### config.mk
export PLATFORM = sky130hd
export DESIGN_NAME = wormhole_out_arbiter
export DESIGN_NICKNAME = d
export VERILOG_FILES = /design/src/rtl/noc_pkg.sv /design/src/rtl/rr_arbiter.sv /design/src/rtl/wormhole_out_arbiter.sv
export SDC_FILE = /design/constraint.sdc
export NUM_CORES = 1
export LEC_CHECK = 0
export CAP_MARGIN = 20
export CORE_MARGIN = 2
export CORE_UTILIZATION = 36
export DETAILED_ROUTE_END_ITERATION = 10
export PLACE_DENSITY = 0.9
export SLEW_MARGIN = 25
export SYNTH_ARGS = -nofsm -noshare
export SYNTH_HDL_FRONTEND = slang
export SYNTH_SLANG_ARGS = --single-unit
### constraint.sdc
create_clock -name clk_i -period 2.2 [get_ports clk_i]
set_input_delay 0.22 -clock clk_i [delete_from_list [all_inputs] [get_ports clk_i]]
set_output_delay 0.22 -clock clk_i [all_outputs]
set_load 0.005 [all_outputs]
### src/rtl/noc_pkg.sv
// rtl/noc_pkg.sv - shared router flit and arbiter definitions
package noc_pkg;

    // Flag positions counted down from the flit width: bit (DATA_WIDTH - offset)
    localparam int FLIT_TAIL_BIT = 1;
    localparam int FLIT_HEAD_BIT = 2;

    // Flit type as {tail, head} taken from the two top bits of a flit
    typedef enum logic [1:0] {
        FLIT_BODY   = 2'b00,
        FLIT_HEAD   = 2'b01,
        FLIT_TAIL   = 2'b10,
        FLIT_SINGLE = 2'b11
    } flit_type_e;

    // Output-port arbiter states
    typedef enum logic {
        ARB_IDLE   = 1'b0,
        ARB_LOCKED = 1'b1
    } arb_state_e;

endpackage

### src/rtl/rr_arbiter.sv
// rtl/rr_arbiter.sv - round-robin one-hot picker with its own rotating pointer
module rr_arbiter #(
    parameter int N = 4
) (
    input  logic         clk_i,
    input  logic         rst_i,
    input  logic [N-1:0] req_i,
    output logic [N-1:0] gnt_o,
    input  logic         update_i,
    input  logic [N-1:0] last_gnt_i
);

    // Pointer kept one-hot so masking and rotation need no index decode
    logic [N-1:0] ptr_q;
    logic [N-1:0] ptr_d;
    logic [N-1:0] upper_mask;
    logic [N-1:0] upper_req;

    // Prefer the lowest request at or above the pointer, else wrap to the lowest overall
    always_comb begin
        upper_mask = ~(ptr_q - N'(1));
        upper_req  = req_i & upper_mask;
        if (|upper_req) begin
            gnt_o = upper_req & (~upper_req + N'(1));
        end else begin
            gnt_o = req_i & (~req_i + N'(1));
        end
    end

    // Next pointer is the position just after the owner being released
    always_comb begin
        ptr_d = ptr_q;
        if (update_i && (|last_gnt_i)) begin
            ptr_d = {last_gnt_i[N-2:0], last_gnt_i[N-1]};
        end
    end

    // Pointer register, starts at input 0
    always_ff @(posedge clk_i or posedge rst_i) begin
        if (rst_i) begin
            ptr_q <= N'(1);
        end else begin
            ptr_q <= ptr_d;
        end
    end

endmodule

### src/rtl/wormhole_out_arbiter.sv
// rtl/wormhole_out_arbiter.sv - wormhole output port arbiter over IN_N FIFOs; option WORMHOLE_ARB_STATS_EN adds pkt_cnt_o
module wormhole_out_arbiter
    import noc_pkg::*;
#(
    parameter int IN_N       = 4,
    parameter int DATA_WIDTH = 8,
    parameter int ID         = 0
) (
    input  logic                       clk_i,
    input  logic                       rst_i,
    input  logic [IN_N-1:0]            in_empty_i,
    input  logic [IN_N*DATA_WIDTH-1:0] in_data_i,
    output logic [IN_N-1:0]            in_rd_en_o,
    output logic [DATA_WIDTH-1:0]      out_data_o,
    output logic                       out_valid_o,
    input  logic                       out_ready_i,
    output logic [IN_N-1:0]            grant_o,
    output logic                       busy_o
`ifdef WORMHOLE_ARB_STATS_EN
   ,output logic [15:0]                pkt_cnt_o
`endif
);

    localparam int TAIL_POS = DATA_WIDTH - FLIT_TAIL_BIT;

    if (IN_N < 2 || ID < 0) begin : g_bad_cfg
        $error("wormhole_out_arbiter: needs IN_N >= 2 and a non-negative ID");
    end

    arb_state_e            state_q;
    logic [IN_N-1:0]       grant_q;
    logic                  valid_q;
    logic [IN_N-1:0]       pick;
    logic                  read_ok;
    logic                  tail_consume;
    logic [DATA_WIDTH-1:0] or_chain [IN_N+1];

    // The FIFO read register is the holding stage, so the output is a plain one-hot mux
    assign or_chain[0] = '0;
    for (genvar k = 0; k < IN_N; k++) begin : g_mux
        assign or_chain[k+1] = or_chain[k]
                             | (in_data_i[k*DATA_WIDTH +: DATA_WIDTH] & {DATA_WIDTH{grant_q[k]}});
    end
    assign out_data_o = or_chain[IN_N];

    // Read only when the owner has data, the output slot frees up, and no tail is pending
    assign read_ok = (state_q == ARB_LOCKED)
                   & (|(grant_q & ~in_empty_i))
                   & (~valid_q | out_ready_i)
                   & ~(valid_q & out_data_o[TAIL_POS]);
    assign in_rd_en_o   = grant_q & ~in_empty_i & {IN_N{read_ok}};
    assign tail_consume = valid_q & out_ready_i & out_data_o[TAIL_POS];

    assign out_valid_o = valid_q;
    assign grant_o     = grant_q;
    assign busy_o      = (state_q == ARB_LOCKED);

    rr_arbiter #(
        .N (IN_N)
    ) u_rr (
        .clk_i      (clk_i),
        .rst_i      (rst_i),
        .req_i      (~in_empty_i),
        .gnt_o      (pick),
        .update_i   (tail_consume),
        .last_gnt_i (grant_q)
    );

    // Grant lock FSM: pick an owner in IDLE, hold it until its tail flit leaves
    always_ff @(posedge clk_i or posedge rst_i) begin
        if (rst_i) begin
            state_q <= ARB_IDLE;
            grant_q <= '0;
            valid_q <= 1'b0;
        end else begin
            case (state_q)
                ARB_IDLE: begin
                    valid_q <= 1'b0;
                    if (|(~in_empty_i)) begin
                        grant_q <= pick;
                        state_q <= ARB_LOCKED;
                    end
                end
                ARB_LOCKED: begin
                    if (read_ok) begin
                        valid_q <= 1'b1;
                    end else if (valid_q && out_ready_i) begin
                        valid_q <= 1'b0;
                    end
                    if (tail_consume) begin
                        grant_q <= '0;
                        state_q <= ARB_IDLE;
                    end
                end
                default: begin
                    state_q <= ARB_IDLE;
                    grant_q <= '0;
                    valid_q <= 1'b0;
                end
            endcase
        end
    end

`ifdef WORMHOLE_ARB_STATS_EN
    logic [15:0] pkt_cnt_q;
    logic [15:0] pkt_cnt_d;

    // Saturating count of packets whose tail has left the port
    always_comb begin
        pkt_cnt_d = pkt_cnt_q;
        if (tail_consume && (pkt_cnt_q != 16'hFFFF)) begin
            pkt_cnt_d = pkt_cnt_q + 16'd1;
        end
    end

    // Packet counter register
    always_ff @(posedge clk_i or posedge rst_i) begin
        if (rst_i) begin
            pkt_cnt_q <= '0;
        end else begin
            pkt_cnt_q <= pkt_cnt_d;
        end
    end

    assign pkt_cnt_o = pkt_cnt_q;
`endif

endmodule

==> load_flow_metrics.sql, run 1 <==
INSERT INTO impl_metrics (metric_group, metric, value, unit) VALUES
('status', 'run_status', 'complete, no violations', ''),
('critical_path', 'cpMaxStageDelayCell', 'sky130_fd_sc_hd__clkdlybuf4s50_1', ''),
('routing', 'ant_nets', '0', ''),
('global_route', 'antenna_violations_before_repair', '0', ''),
('routing', 'drt_iter0_markers', '30', ''),
('global_route', 'largest_net_degree_at_the_start_of_global_routing', '12', ''),
('yosys', 'ys_seq_elements', '10', ''),
('sta', 'max_slew_margin', '0.706', ''),
('global_route', 'grt_pass1_wl', '4.34', 'mm'),
('sta', 'final_count_of_pins_violating_max_slew', '0', ''),
('clock_tree', 'clk_path_buf_depth', '2', ''),
('global_route', 'grt_pass1_vias', '957', ''),
('clock_tree', 'post_cts.repair.setup_buffers', '0', ''),
('flow_run', 'cap_viol_max_count', '0', ''),
('yosys', 'synth_top_family_by_area', 'compound AO/OA/AOI/OAI gates', ''),
('clock_tree', 'cts_made_buffers', '3', ''),
('floorplanning', 'die_height', '49.8', 'µm'),
('clock_tree', 'cts_tree', 'yes', ''),
('clock_tree', 'clk-insertion-delay-late', '0.27', 'ns'),
('floorplanning', 'num_io_pins', '57', ''),
('yosys', 'syn-mean-instance-area', '8.49', 'µm²'),
('yosys', 'area_share_of_and_or_nand_nor_cells_after_synthesis', '0.224', ''),
('yosys', 'synth_warnings', '0', ''),
('critical_path', 'criticalPathCategory', 'register to primary output', ''),
('layout', 'finish.net_count', '190', ''),
('yosys', 'synthMuxAreaShare', '0.0596', ''),
('critical_path', 'ff2ff_path_depth', '6', ''),
('clock_tree', 'cts.sink_count', '10', ''),
('global_route', 'overflow', '0', ''),
('layout', 'core_util_final', '0.717', ''),
('routing', 'vias', '977', ''),
('pwr', 'total_power', '1610', 'µW'),
('yosys', 'seq_area_frac_synth', '0.333', ''),
('floorplanning', 'die_w', '49.8', 'µm'),
('yosys', 'xor_and_xnor_fraction_of_the_mapped_netlist_area', '0.0116', ''),
('layout', 'area_delta_synth_final', '86.1', '%'),
('routing', 'detail_route.first_pass.iterations', '4', ''),
('sta', 'rsz0062_at_grt', 'no', ''),
('clock_tree', 'ctsHtreeMaxLevel', '1', ''),
('pwr', 'vdd.ir_drop.worst', '0.780', 'mV'),
('floorplanning', 'die_area', '0.00248', 'mm²'),
('layout', 'layout-drive-gt1-share', '0.101', ''),
('clock_tree', 'clock-root-buffer', 'sky130_fd_sc_hd__clkbuf_4', ''),
('routing', 'routed_via_density', '5.55', ''),
('routing', 'wire_per_inst', '16.5', 'µm'),
('yosys', 'synth_compound_area_frac', '0.321', ''),
('yosys', 'synth-adder-area-share', '0.0166', ''),
('sta', 'final_period_util', '0.969', ''),
('placement', 'routabilityCongestion', '0.830', ''),
('routing', 'post-route-drc-count', '0', ''),
('critical_path', 'timing.critical_path.cells', 'a22oi_1 -> nand3_1 -> a21bo_2 -> nor2_1 -> clkdlybuf4s50_1', ''),
('sta', 'hold_viol', '0', ''),
('pwr', 'power-per-cell-area', '1150', 'mW/mm²'),
('sta', 'final-setup-viol-count', '0', ''),
('sta', 'layout_min_cycle_time', '2.13', 'ns'),
('critical_path', 'worst-endpoint-required', '1.98', 'ns'),
('critical_path', 'rr_startpoint', 'u_rr.ptr_q[0]$_DFFE_PP1P_', ''),
('clock_tree', 'path_clk_slew', '0.07', 'ns'),
('sta', 'fin_setup_tns', '0', 'ns'),
('sta', 'tightest_slew', '0.435', 'ns'),
('min_path', 'hold_class', 'input port to async pin', ''),
('sta', 'worst_slack', '0.0676', 'ns'),
('yosys', 'synth.net_count', '129', ''),
('placement', 'place_area', '0.00137', 'mm²'),
('critical_path', 'critPathMaxStageDelay', '0.52', 'ns'),
('floorplanning', 'rows', '16', ''),
('critical_path', 'worst_path_max_fanout', '4', ''),
('critical_path', 'endpoint_kind', 'primary output', ''),
('critical_path', 'r2r-end', 'grant_o[0]$_DFFE_PP0P_', ''),
('global_route', 'global_route.usage.total', '0.230', ''),
('critical_path', 'cp_num_buf_inv', '1', '');
flip-flops by register name, indices dropped and copies added (netlist names):
| signal | count |
|---|---|
| grant_o | 4 |
| u_rr.ptr_q | 4 |
| busy_o | 1 |
| out_valid_o | 1 |
worst max-delay path by stage:
stage / start / end / slack, ns / depth (start not counted)
6_report: grant_o[2]$_DFFE_PP0P_ / in_rd_en_o[1] / 0.07 / 5
5_1_grt: grant_o[2]$_DFFE_PP0P_ / in_rd_en_o[1] / 0.007 / 5
4_1_cts: grant_o[0]$_DFFE_PP0P_ / in_rd_en_o[1] / 0.03 / 5
3_5_place_dp: in_data_i[7] / in_rd_en_o[1] / 0.08 / 6
3_3_place_gp: in_data_i[23] / in_rd_en_o[3] / 0.17 / 6
2_1_floorplan: u_rr.ptr_q[0]$_DFFE_PP1P_ / grant_o[0]$_DFFE_PP0P_ / 0.69 / 6
cell usage in the layout, fill, tap and decap left out, drive strengths merged, types with 3 or more instances in the layout:
| cell type | Yosys | routed |
|---|---|---|
| mux2 | 4 | 4 |
| nand2 | 9 | 9 |
| inv | 3 | 3 |
| nand2b | 6 | 6 |
| clkbuf | 4 | 4 |
| clkdlybuf4s50 | 0 | 56 |
| nand3 | 4 | 4 |
| dfrtp | 9 | 9 |
| buf | 0 | 4 |
| a22oi | 16 | 16 |
| nor2 | 7 | 7 |
where the power goes:
group	leakage [µW]	internal, µW	switching (µW)
Combinational	0.000431	626	466
Sequential	0.000123	268	88.3
Clock	0.0000210	101	66.7
metrics by stage:
step           hold slack, ns  std cells
5_1_grt                 0.259        176
2_1_floorplan          0.0595         89
4_1_cts                 0.241        176
3_3_place_gp            0.516        172
6_report                0.237        176
3_5_place_dp            0.522        172
cells in the mapped netlist:
cell type | instances | area, µm²
sky130_fd_sc_hd__nor2_1 | 7 | 26.3
sky130_fd_sc_hd__o21a_1 | 1 | 7.51
sky130_fd_sc_hd__a22oi_1 | 16 | 120
sky130_fd_sc_hd__a31o_1 | 1 | 8.76
sky130_fd_sc_hd__clkbuf_1 | 4 | 15.0
sky130_fd_sc_hd__and4_1 | 1 | 8.76
sky130_fd_sc_hd__a21oi_1 | 2 | 10.0
sky130_fd_sc_hd__xnor2_1 | 1 | 8.76
sky130_fd_sc_hd__nor4_1 | 1 | 6.26
sky130_fd_sc_hd__o31ai_1 | 1 | 7.51
sky130_fd_sc_hd__nand3_1 | 4 | 20.0
sky130_fd_sc_hd__a21bo_2 | 1 | 10.0
sky130_fd_sc_hd__mux2_2 | 4 | 45.0
sky130_fd_sc_hd__a31oi_1 | 1 | 6.26
sky130_fd_sc_hd__dfstp_2 | 1 | 26.3
sky130_fd_sc_hd__a21o_1 | 1 | 7.51
sky130_fd_sc_hd__or3_1 | 1 | 6.26
sky130_fd_sc_hd__a32o_1 | 1 | 10.0
sky130_fd_sc_hd__ha_1 | 1 | 12.5
sky130_fd_sc_hd__dfrtp_1 | 9 | 225
sky130_fd_sc_hd__nor3b_1 | 1 | 7.51
sky130_fd_sc_hd__nor2b_1 | 2 | 12.5
sky130_fd_sc_hd__a41oi_1 | 1 | 8.76
sky130_fd_sc_hd__o211a_1 | 1 | 10.0
sky130_fd_sc_hd__o21ai_0 | 2 | 10.0
sky130_fd_sc_hd__inv_1 | 3 | 11.3
sky130_fd_sc_hd__nand2b_1 | 6 | 37.5
sky130_fd_sc_hd__nand2_1 | 9 | 33.8
sky130_fd_sc_hd__a22o_1 | 2 | 17.5
sky130_fd_sc_hd__o31a_1 | 1 | 8.76
sky130_fd_sc_hd__nor3_1 | 2 | 10.0
metal layers:
layer / global-route usage / routed length, µm / vias up
met2: 0.431 / 1590 / 43
li1: - / - / 461
met4: 0.0463 / 23 / 0
met3: 0.0636 / 192 / 4
met1: 0.256 / 1100 / 469
met5: 0 / 0 / -
cell type report:
cell class | count | area, µm² | share of cell area
repair buffers | 60 | 591 | 0.420
multi-input cells | 72 | 483 | 0.343
flip-flops and latches | 10 | 251 | 0.179
clock buffers | 4 | 36.3 | 0.0258
well taps | 27 | 33.8 | 0.0240
inverters | 3 | 11.3 | 0.00801
timing repair:
item	in CTS	in global routing
setup endpoints to repair	0	2
hold endpoints to repair	0	0
gates resized for setup	0	1
hold buffers	0	0
cell families after synthesis:
family,Yosys count
and+or+nand+nor,34
AOI/OAI and AO/OA,32
DFF,10
buffers and inverters,7
muxes,4
xor gates and xnor gates,1
adders and majority gates,1
Power figures use the tool's default switching activity.
==> run 2, diff against run 1 <==
CAP_MARGIN = unset   (was 20)
==> results of run 2 <==
Final layout, timing and power as in run 1 (identical DEF).
==> run 3, diff against run 2 <==
ABC_AREA = 1   (was unset)
CORE_ASPECT_RATIO = 0.6   (was unset)
CORE_UTILIZATION = 38   (was 36)
==> load_flow_metrics.sql, run 3 <==
INSERT INTO impl_metrics (metric_group, metric, value, unit) VALUES
('sta', 'max_slew_margin', '0.743', ''),
('critical_path', 'cp_num_buf_inv', '1', ''),
('pwr', 'netSwitchingPower', '109', 'µW'),
('global_route', 'global_route.usage.total', '0.221', ''),
('yosys', 'seq_area_frac_synth', '0.296', ''),
('pwr', 'comb_power_share', '0.176', ''),
('layout', 'fin_area', '0.00149', 'mm²'),
('clock_tree', 'cts-hold-fix-buffers', '0', ''),
('yosys', 'synthArstFlopShare', '1.00', ''),
('routing', 'detail_route.first_pass.iterations', '4', ''),
('sta', 'tightest_slew', '0.385', 'ns'),
('routing', 'ant_nets', '0', ''),
('critical_path', 'criticalPathCategory', 'register to primary output', ''),
('sta', 'layout_min_cycle_time', '2.11', 'ns'),
('clock_tree', 'cts_tree', 'yes', ''),
('floorplanning', 'die_area', '0.00265', 'mm²'),
('sta', 'hold_viol', '0', ''),
('global_route', 'largest_net_degree_at_the_start_of_global_routing', '13', ''),
('clock_tree', 'cts_made_buffers', '3', ''),
('placement', 'place_area', '0.00144', 'mm²'),
('sta', 'fin_setup_tns', '0', 'ns'),
('layout', 'mostFrequentLayoutCells', 'sky130_fd_sc_hd__nand2_1 (57), sky130_fd_sc_hd__clkdlybuf4s50_1 (56), sky130_fd_sc_hd__inv_1 (12)', ''),
('critical_path', 'worst-endpoint-required', '1.98', 'ns'),
('routing', 'vias', '1091', ''),
('pwr', 'vdd.ir_drop.worst', '0.268', 'mV'),
('yosys', 'synth_edf_count', '0', ''),
('yosys', 'netlist.top_cell.by_area', 'sky130_fd_sc_hd__dfrtp_1', ''),
('yosys', 'synth_area_leaders', 'sky130_fd_sc_hd__dfrtp_1 (26%), sky130_fd_sc_hd__nand2_1 (25%), sky130_fd_sc_hd__nand4_1 (6.6%)', ''),
('critical_path', 'cpMaxStageDelayCell', 'sky130_fd_sc_hd__clkdlybuf4s50_1', ''),
('layout', 'area_delta_synth_final', '75.6', '%'),
('routing', 'wire_per_inst', '13.6', 'µm'),
('routing', 'final_routed_wirelength_across_all_metal_layers', '3.01', 'mm'),
('critical_path', 'rr_startpoint', 'u_rr.ptr_q[0]$_DFFE_PP1P_', ''),
('clock_tree', 'clk-insertion-delay-late', '0.24', 'ns'),
('yosys', 'post_synth_instance_area', '851', 'µm²'),
('clock_tree', 'ctsHtreeMaxLevel', '1', ''),
('critical_path', 'endpoint_kind', 'primary output', ''),
('global_route', 'grt_pass1_wl', '4.24', 'mm'),
('sta', 'final.setup_skew', '0.00181', 'ns'),
('yosys', 'synthFlopType', 'sky130_fd_sc_hd__dfrtp_1', ''),
('sta', 'fmax', '475', 'MHz'),
('clock_tree', 'path_clk_slew', '0.05', 'ns'),
('routing', 'post-route-drc-count', '0', ''),
('yosys', 'post_synth_num_cell_types', '21', ''),
('pwr', 'intPower', '405', 'µW'),
('placement', 'dp.final_hpwl', '2.37', 'mm'),
('yosys', 'synth_warnings', '0', ''),
('placement', 'port-buffer-count', '56', ''),
('pwr', 'total_leakage_power', '0.000651', 'µW'),
('floorplanning', 'rows', '13', ''),
('pwr', 'part_of_the_total_power_dissipated_in_the_clock_network', '0.465', ''),
('critical_path', 'worst_path_max_fanout', '12', ''),
('floorplanning', 'initial_utilization', '0.396', ''),
('floorplanning', 'num_io_pins', '57', ''),
('placement', 'routabilityCongestion', '0.937', ''),
('min_path', 'hold_class', 'input port to async pin', ''),
('critical_path', 'ff2ff_path_depth', '11', ''),
('sta', 'final_period_util', '0.958', ''),
('yosys', 'cells_after_synth', '133', ''),
('critical_path', 'critPathMaxStageDelay', '0.51', 'ns'),
('pwr', 'switching_share', '0.212', ''),
('clock_tree', 'clk_path_buf_depth', '2', ''),
('floorplanning', 'die_w', '65.1', 'µm'),
('floorplanning', 'die_height', '40.7', 'µm'),
('clock_tree', 'cts.sink_count', '10', ''),
('global_route', 'grt_pass1_vias', '973', ''),
('global_route', 'antenna_violations_before_repair', '0', ''),
('sta', 'final-setup-viol-count', '0', ''),
('sta', 'final_count_of_pins_violating_max_slew', '0', ''),
('critical_path', 'r2r-end', 'grant_o[1]$_DFFE_PP0P_', ''),
('critical_path', 'timing.critical_path.arrival', '1.89', 'ns'),
('routing', 'routed_via_density', '4.94', ''),
('critical_path', 'worst_setup_path_start_kind', 'register', ''),
('layout', 'finish.net_count', '232', ''),
('floorplanning', 'core', '0.00215', 'mm²'),
('critical_path', 'path_delay_family', 'simple AND/OR/NAND/NOR gates', ''),
('critical_path', 'timing.critical_path.cells', 'nand2_1 -> nand4_2 -> nand2_2 -> nand3_2 -> nor2_1 -> clkdlybuf4s50_1', ''),
('pwr', 'part_of_the_total_power_dissipated_in_sequential_elements', '0.359', ''),
('routing', 'drt_iter0_markers', '59', ''),
('yosys', 'synthMostInstantiatedCell', 'sky130_fd_sc_hd__nand2_1', ''),
('clock_tree', 'clock-root-buffer', 'sky130_fd_sc_hd__clkbuf_8', ''),
('layout', 'layout-drive-gt1-share', '0.136', ''),
('yosys', 'synth.net_count', '173', ''),
('yosys', 'synth_top_area_frac', '0.265', ''),
('layout', 'antenna_diode_count', '0', ''),
('layout', 'mostFrequentLayoutCell', 'sky130_fd_sc_hd__nand2_1', ''),
('status', 'run_status', 'complete, no violations', ''),
('global_route', 'overflow', '0', ''),
('yosys', 'ys_seq_elements', '10', ''),
('critical_path', 'reg2reg_setup_slack', '0.49', 'ns'),
('flow_run', 'cap_viol_max_count', '0', ''),
('sta', 'rsz0062_at_grt', 'no', ''),
('pwr', 'power-per-cell-area', '344', 'mW/mm²'),
('yosys', 'syn-mean-instance-area', '6.40', 'µm²'),
('yosys', 'synth_top_cells_by_count', 'sky130_fd_sc_hd__nand2_1 (57), sky130_fd_sc_hd__inv_1 (12), sky130_fd_sc_hd__nand3_1 (10)', '');
-- run 3: what timing repair did --
action,4_1_cts,5_1_grt
setup buffers,0,0
setup endpoints to repair,0,4
gates resized for setup,0,2
-- run 3: cells by family after synthesis --
family	Yosys count	synth area share
simple gates	95	0.529
buf+inv	19	0.100
flops	10	0.296
compound gates	8	0.0603
fa+ha+maj	1	0.0147
-- run 3: worst max path at each step --
| stage | start | end | cells past startpoint |
|---|---|---|---|
| 6_report | grant_o[2]$_DFFE_PP0P_ | in_rd_en_o[3] | 6 |
| 5_1_grt | grant_o[2]$_DFFE_PP0P_ | in_rd_en_o[0] | 6 |
| 4_1_cts | grant_o[3]$_DFFE_PP0P_ | in_rd_en_o[3] | 6 |
| 3_5_place_dp | in_empty_i[3] | in_rd_en_o[3] | 7 |
| 3_3_place_gp | in_empty_i[3] | in_rd_en_o[3] | 7 |
| 2_1_floorplan | u_rr.ptr_q[0]$_DFFE_PP1P_ | grant_o[1]$_DFFE_PP0P_ | 11 |
-- run 3: power by group through the flow --
stage               Clock (µW)  Sequential (µW)  Combinational, µW
floorplan                    0              187               16.9
global placement             0              187               87.4
detailed placement           0              187               89.4
CTS                        240              184               90.2
global route               250              184               97.1
finish                     239              184               90.6
-- run 3: cell type report --
| type | count | area, µm² |
|---|---|---|
| fill | 186 | 653 |
| timing repair buffer | 58 | 576 |
| multi-input combinational | 104 | 514 |
| sequential | 10 | 254 |
| inverter | 15 | 57.6 |
| clock buffer | 4 | 55.1 |
| tap | 30 | 37.5 |
-- run 3: metrics by stage --
stage | setup slack [ns] | instances | utilization | hold slack (ns) | power [µW]
finish | 0.0934 | 221 | 0.696 | 0.259 | 514
detailed placement | 0.191 | 217 | 0.669 | 0.526 | 277
global placement | 0.259 | 217 | 0.669 | 0.526 | 275
global route | 0.0138 | 221 | 0.696 | 0.320 | 531
floorplan | 0.745 | 133 | - | 0.0595 | 204
CTS | 0.0331 | 221 | 0.695 | 0.274 | 515
-- run 3: metal layers --
metal,GRT usage,vias up,part of all wire
li1,-,544,-
met1,0.253,502,0.42
met2,0.415,39,0.49
met3,0.0495,6,0.075
met4,0.109,0,0.013
met5,0,-,0
-- run 3: worst reg2reg max path, cell delays in order, from the launching register on --
cell	delay [ns]
sky130_fd_sc_hd__dfstp_2	0.53
sky130_fd_sc_hd__inv_1	0.10
sky130_fd_sc_hd__ha_1	0.33
sky130_fd_sc_hd__nand2_1	0.10
sky130_fd_sc_hd__nand2_2	0.11
sky130_fd_sc_hd__inv_2	0.04
sky130_fd_sc_hd__nand2_2	0.06
sky130_fd_sc_hd__clkinv_2	0.06
sky130_fd_sc_hd__nand2_2	0.07
sky130_fd_sc_hd__nand2_1	0.06
sky130_fd_sc_hd__nand3_1	0.08
sky130_fd_sc_hd__nand2_1	0.05
